===== src/rtl/core_mem_arbiter.sv =====
// rtl/core_mem_arbiter.sv - fetch/load-store arbiter for one shared memory bus port with watchdog.
// Optional round-robin grant on contention: define LETC_MEM_ARB_ROUND_ROBIN_EN.
module core_mem_arbiter #(
    parameter int TIMEOUT_CYCLES = 1024,
    parameter int TIMEOUT_W      = 11
) (
    input  logic        clk,
    input  logic        rst_n,
    input  logic        i_req_valid,
    output logic        i_req_ready,
    input  logic [31:0] i_req_addr,
    output logic        i_rsp_valid,
    output logic        i_rsp_error,
    output logic [31:0] i_rsp_rdata,
    input  logic        d_req_valid,
    output logic        d_req_ready,
    input  logic [31:0] d_req_addr,
    input  logic        d_req_we,
    input  logic [31:0] d_req_wdata,
    input  logic [3:0]  d_req_wmask,
    output logic        d_rsp_valid,
    output logic        d_rsp_error,
    output logic [31:0] d_rsp_rdata,
    output logic        bus_req_valid,
    input  logic        bus_req_ready,
    output logic [31:0] bus_addr,
    output logic        bus_we,
    output logic [31:0] bus_wdata,
    output logic [3:0]  bus_wmask,
    input  logic        bus_rsp_valid,
    input  logic [31:0] bus_rdata,
    output logic        timeout_pulse
);

    typedef enum logic [1:0] {
        IDLE     = 2'd0,
        ISSUE    = 2'd1,
        WAIT_RSP = 2'd2
    } state_e;

    localparam bit                   TO_EN   = (TIMEOUT_CYCLES > 0);
    localparam logic [TIMEOUT_W-1:0] TO_LAST = TIMEOUT_W'(TO_EN ? TIMEOUT_CYCLES - 1 : 0);
    localparam logic [TIMEOUT_W-1:0] CNT_MAX = '1;

    state_e                 state_ff, state_d;
    logic [31:0]            addr_q, addr_d;
    logic                   we_q, we_d;
    logic [31:0]            wdata_q, wdata_d;
    logic [3:0]             wmask_q, wmask_d;
    logic                   owner_q, owner_d;   // 1 = D port owns the transaction
    logic [TIMEOUT_W-1:0]   cnt_q, cnt_d;

    logic any_req;
    logic grant_d_port;
    logic expire;
    logic rsp_fire;
    logic rsp_err;

    assign any_req = rst_n && (i_req_valid || d_req_valid);

`ifdef LETC_MEM_ARB_ROUND_ROBIN_EN
    logic last_grant_q, last_grant_d;

    // On contention favour whichever port lost the previous grant.
    always_comb begin
        if (d_req_valid && i_req_valid) begin
            grant_d_port = ~last_grant_q;
        end else begin
            grant_d_port = d_req_valid;
        end
    end
`else
    assign grant_d_port = d_req_valid;
`endif

    always_comb begin
        state_d       = state_ff;
        addr_d        = addr_q;
        we_d          = we_q;
        wdata_d       = wdata_q;
        wmask_d       = wmask_q;
        owner_d       = owner_q;
        cnt_d         = cnt_q;
`ifdef LETC_MEM_ARB_ROUND_ROBIN_EN
        last_grant_d  = last_grant_q;
`endif
        i_req_ready   = 1'b0;
        d_req_ready   = 1'b0;
        bus_req_valid = 1'b0;
        bus_addr      = 32'h0;
        bus_we        = 1'b0;
        bus_wdata     = 32'h0;
        bus_wmask     = 4'h0;
        timeout_pulse = 1'b0;
        rsp_fire      = 1'b0;
        rsp_err       = 1'b0;
        expire        = TO_EN && (cnt_q == TO_LAST);

        case (state_ff)
            IDLE: begin
                if (any_req) begin
                    d_req_ready = grant_d_port;
                    i_req_ready = ~grant_d_port;
                    owner_d     = grant_d_port;
                    cnt_d       = '0;
                    state_d     = ISSUE;
`ifdef LETC_MEM_ARB_ROUND_ROBIN_EN
                    last_grant_d = grant_d_port;
`endif
                    if (grant_d_port) begin
                        addr_d  = d_req_addr;
                        we_d    = d_req_we;
                        wdata_d = d_req_wdata;
                        wmask_d = d_req_wmask;
                    end else begin
                        addr_d  = i_req_addr;
                        we_d    = 1'b0;
                        wdata_d = 32'h0;
                        wmask_d = 4'hF;
                    end
                end
            end
            ISSUE: begin
                bus_req_valid = 1'b1;
                bus_addr      = addr_q;
                bus_we        = we_q;
                bus_wdata     = wdata_q;
                bus_wmask     = wmask_q;
                cnt_d         = (cnt_q == CNT_MAX) ? cnt_q : cnt_q + TIMEOUT_W'(1);
                // Responses cannot legally arrive before acceptance, so only expiry matters here.
                if (expire) begin
                    timeout_pulse = 1'b1;
                    rsp_fire      = 1'b1;
                    rsp_err       = 1'b1;
                    state_d       = IDLE;
                end else if (bus_req_ready) begin
                    state_d = WAIT_RSP;
                end
            end
            WAIT_RSP: begin
                cnt_d = (cnt_q == CNT_MAX) ? cnt_q : cnt_q + TIMEOUT_W'(1);
                if (bus_rsp_valid) begin
                    rsp_fire = 1'b1;
                    state_d  = IDLE;
                end else if (expire) begin
                    timeout_pulse = 1'b1;
                    rsp_fire      = 1'b1;
                    rsp_err       = 1'b1;
                    state_d       = IDLE;
                end
            end
            default: begin
                state_d = IDLE;
            end
        endcase

        i_rsp_valid = rsp_fire && !owner_q;
        i_rsp_error = rsp_fire && rsp_err && !owner_q;
        i_rsp_rdata = (rsp_fire && !rsp_err && !owner_q) ? bus_rdata : 32'h0;
        d_rsp_valid = rsp_fire && owner_q;
        d_rsp_error = rsp_fire && rsp_err && owner_q;
        d_rsp_rdata = (rsp_fire && !rsp_err && owner_q) ? bus_rdata : 32'h0;
    end

    always_ff @(posedge clk or negedge rst_n) begin
        if (!rst_n) begin
            state_ff <= IDLE;
            addr_q   <= 32'h0;
            we_q     <= 1'b0;
            wdata_q  <= 32'h0;
            wmask_q  <= 4'h0;
            owner_q  <= 1'b0;
            cnt_q    <= '0;
        end else begin
            state_ff <= state_d;
            addr_q   <= addr_d;
            we_q     <= we_d;
            wdata_q  <= wdata_d;
            wmask_q  <= wmask_d;
            owner_q  <= owner_d;
            cnt_q    <= cnt_d;
        end
    end

`ifdef LETC_MEM_ARB_ROUND_ROBIN_EN
    always_ff @(posedge clk or negedge rst_n) begin
        if (!rst_n) begin
            last_grant_q <= 1'b0;
        end else begin
            last_grant_q <= last_grant_d;
        end
    end
`endif

endmodule

===== config.mk =====
export PLATFORM = sky130hd
export DESIGN_NAME = core_mem_arbiter
export DESIGN_NICKNAME = d
export VERILOG_FILES = /design/src/rtl/core_mem_arbiter.sv
export SDC_FILE = /design/constraint.sdc
export NUM_CORES = 1
export LEC_CHECK = 0
export CORE_MARGIN = 5
export CORE_UTILIZATION = 38
export CTS_BUF_LIST = sky130_fd_sc_hd__clkbuf_8 sky130_fd_sc_hd__clkbuf_16
export CTS_CLUSTER_SIZE = 10
export DETAILED_ROUTE_END_ITERATION = 8
export GPL_ROUTABILITY_DRIVEN = 0
export PLACE_DENSITY = 0.81
export SETUP_SLACK_MARGIN = 0.2
export SLEW_MARGIN = 25
export SYNTH_ARGS = -nofsm -noshare
export SYNTH_HDL_FRONTEND = slang
export SYNTH_SLANG_ARGS = --single-unit

===== constraint.sdc =====
create_clock -name clk -period 2.5 [get_ports clk]
set_clock_uncertainty 0.15 [all_clocks]
set_input_delay 0.5 -clock clk [delete_from_list [all_inputs] [get_ports clk]]
set_output_delay 0.5 -clock clk [all_outputs]
set_load 0.02 [all_outputs]

==> run_results.csv <==
group,metric,value,unit
run_status,status,"finished with violations",
run_status,violations,"negative setup slack",
power,p_leak,4.389,nW
clocking,ctsHoldBuffers,0,
power,power.density,865.8,mW/mm^2
placement,dp.cells,995,
layout,fillers,831,
synthesis,synth_top_cells_by_count,"134 x and2_1, 107 x nand2_1, 83 x dfrtp_1",
layout,drive_gt1_share,43.41,%
worst_setup_path,path_max_fanout,8,
sta,whs,57.21,ps
hold_path,min_path_type,"in -> async",
global_routing,use_met1,25.59,%
power,p_seq_share,27.5,%
worst_setup_path,slowest_delay,410,ps
clocking,root_buffer,"clkbuf_16",
floorplanning,die_area,0.01491,mm^2
global_routing,grt-ovfl-total,0,
worst_setup_path,cp.arrival,2030,ps
floorplanning,start_util,38.32,%
synthesis,synth-async-reset-ratio,100.0,%
synthesis,syn_area,0.004777,mm^2
placement,dp_slack,-523.8,ps
drt,drc,0,
clocking,clk_pin_slew,60,ps
sta,slew_headroom,52.57,%
floorplanning,ios,280,
sta,hold_viol_final,0,
global_routing,antenna_found_initial,0,
worst_setup_path,critical_path_buf_inv_count,4,
floorplanning,fp.coreArea,0.01247,mm^2
drt,vias,5129,
flow_run,max_cap_violations,0,
worst_setup_path,crit_path_end_kind,"output pin",
clocking,cts_sinks,83,
floorplanning,die_w,122.1,um
synthesis,syn_inst,550,
synthesis,synth-main-ff-cell,"dfrtp_1",
sta,layout_worst_path_cycle_share,107.3,%
drt,via_per_inst,4.908,
power,combPwrFrac,55.1,%
worst_setup_path,crit_cells,9,
power,p_int,0.005197,W
worst_setup_path,path_cells,"ha_4 > nand3_4 > nor4_4 > buf_12 > a211oi_4 > buf_6 > clkbuf_16 > and2_4 > buf_6",
synthesis,avgSynthCellArea,8.686,um^2
placement,io_buffers,279,
worst_setup_path,reg2regPathDepth,8,
layout,stdcell_count,1045,
synthesis,syn_nets,693,
power,irDropWorstVdd,0.4863,mV
sta,worst_pin_slew,711.4,ps
layout,multiInputGateArea,0.002863,mm^2
floorplanning,rows,41,
synthesis,synth_seq_cells,83,
clocking,cts_tree,"built",
power,netSwitchingPower,0.002908,W
global_routing,track_usage,23.23,%
layout,nets,1012,
clocking,cts_htree_levels,3,
sta,grt_setup_unrepaired,"yes",
global_routing,met3_usage,7.892,%
sta,layout_setup_ws,-183.5,ps
clocking,clockBufferDepth,2,
global_routing,grt_max_degree,72,
power,clkPwrFrac,17.4,%
drt,antenna_left,0,
worst_setup_path,cp_data_required_time,1850,ps
synthesis,ys_types,40,
worst_setup_path,critPathMostFrequentCell,"buf_6",
drt,wl,19.03,mm
layout,regArea,0.002077,mm^2
global_routing,use_met2,42.23,%
layout,antennaDiodeCount,0,
synthesis,post-synth-top-count-cell,"and2_1",
global_routing,grt_pass1_vias,5325,
worst_setup_path,criticalPathCategory,"reg -> out",
clocking,clock_latency,330,ps
placement,hpwl,12.63,mm
power,p_sw_share,35.88,%
sta,period_needed,2683,ps
global_routing,busiest_layer,"met2",
sta,setup_viol,66,
synthesis,ys_warn_count,0,
drt,wl_per_cell,18.21,um
floorplanning,fp.dieH,122.1,um
layout,area_delta_synth_final,95.97,%
synthesis,yosysTopAreaCell,"dfrtp_1",
synthesis,synth-edff-count,0,
worst_setup_path,crit_family,"buffers and inverters",
clocking,cts_buffers,9,
sta,drv_slew,0,
drt,drt_iter0_drc,191,
sta,max_clock_freq,372.7,MHz
worst_setup_path,start_kind,"flip-flop",
synthesis,seq_area_frac_synth,43.48,%
worst_setup_path,cp_slowest_cell,"dfrtp_1",
synthesis,synthTopCellsByArea,"dfrtp_1 43%, and2_1 18%, nand2_1 8.4%, o21ai_0 8.1%, mux2i_1 6.7%",
synthesis,synth_top_area_share,43.48,%
drt,firstDrtPassIters,6,
global_routing,grt_pass1_wl,27.20,mm
state kept, by name (all words and copies together) (netlist names):
register  cells
owner_q       1
cnt_q        11
state_ff      2
wdata_q      32
wmask_q       4
addr_q       32
we_q          1
worst register-to-register path: stages, from the launching register on:
cell	delay [ps]
dfrtp_1	360
inv_2	80
ha_4	280
buf_4	160
nand4_1	150
o32ai_4	350
buf_4	220
o21ai_0	150
o31ai_1	120
repair_timing:
action	CTS	global route
pin swaps	21	47
buffers inserted	12	10
endpoints found under the setup margin	141	149
cloned	5	8
gates resized for setup	751	248
placed cells by master, fill, tap and decap left out, types with 11 or more instances in the layout:
cell type	instances
buf_4	42
mux2i_1	32
buf_12	11
and2_4	132
buf_6	143
clkbuf_16	16
nand2_1	106
o21ai_0	76
dfrtp_1	83
nor2_1	13
clkdlybuf4s50_1	136
layout make-up:
cell class / count / area share, %
Clock inverter: 5 / 0.8287
Tap cell: 172 / 2.299
Sequential cell: 83 / 22.19
Clock buffer: 10 / 2.553
Timing Repair Buffer: 348 / 41.19
Inverter: 9 / 0.3609
Multi-Input combinational cell: 418 / 30.58
power groups by stage:
stage               clock network [W]  logic, W  registers (W)
floorplan                           0   0.00175        0.00210
global placement                    0   0.00305        0.00214
detailed placement                  0   0.00314        0.00218
CTS                           0.00143   0.00355        0.00218
global route                  0.00150   0.00478        0.00230
finish                        0.00141   0.00447        0.00223
routing by layer:
layer  part of all wire [%]  routed length [um]
met1                     36                6797
met2                     52                9941
met3                    9.9                1891
met4                    2.1                 397
met5                      0                   0
metrics by stage:
stage	utilization [%]	power, W	setup TNS (ps)	cell area (um^2)
floorplan	-	0.003844	0	4787
global placement	63.23	0.005190	-30540	7883
detailed placement	63.23	0.005322	-32930	7883
CTS	69.51	0.007165	-11920	8665
global route	75.10	0.008581	-15110	9361
finish	75.10	0.008105	-9803	9361
final timing paths:
kind	slack, ps	start	endpoint
setup / recovery	-180	cnt_q[1]	d_rsp_rdata[14]
hold / removal	60	rst_n	wdata_q[10]
setup reg to reg	380	state_ff[1]	cnt_q[4]
hold reg to reg	330	addr_q[14]	addr_q[14]
max in group asynchronous	1540	rst_n	addr_q[13]
min in group clk	330	addr_q[14]	addr_q[14]
kinds of logic after synthesis:
| kind of cell | synth area share [%] |
|---|---|
| AOI/OAI and AO/OA | 12.91 |
| and+or+nand+nor | 30.75 |
| adders and majority gates | 1.048 |
| DFF | 43.48 |
| muxes | 6.705 |
| buffers and inverters | 5.107 |
No activity file was read; power rests on OpenSTA's default activity.
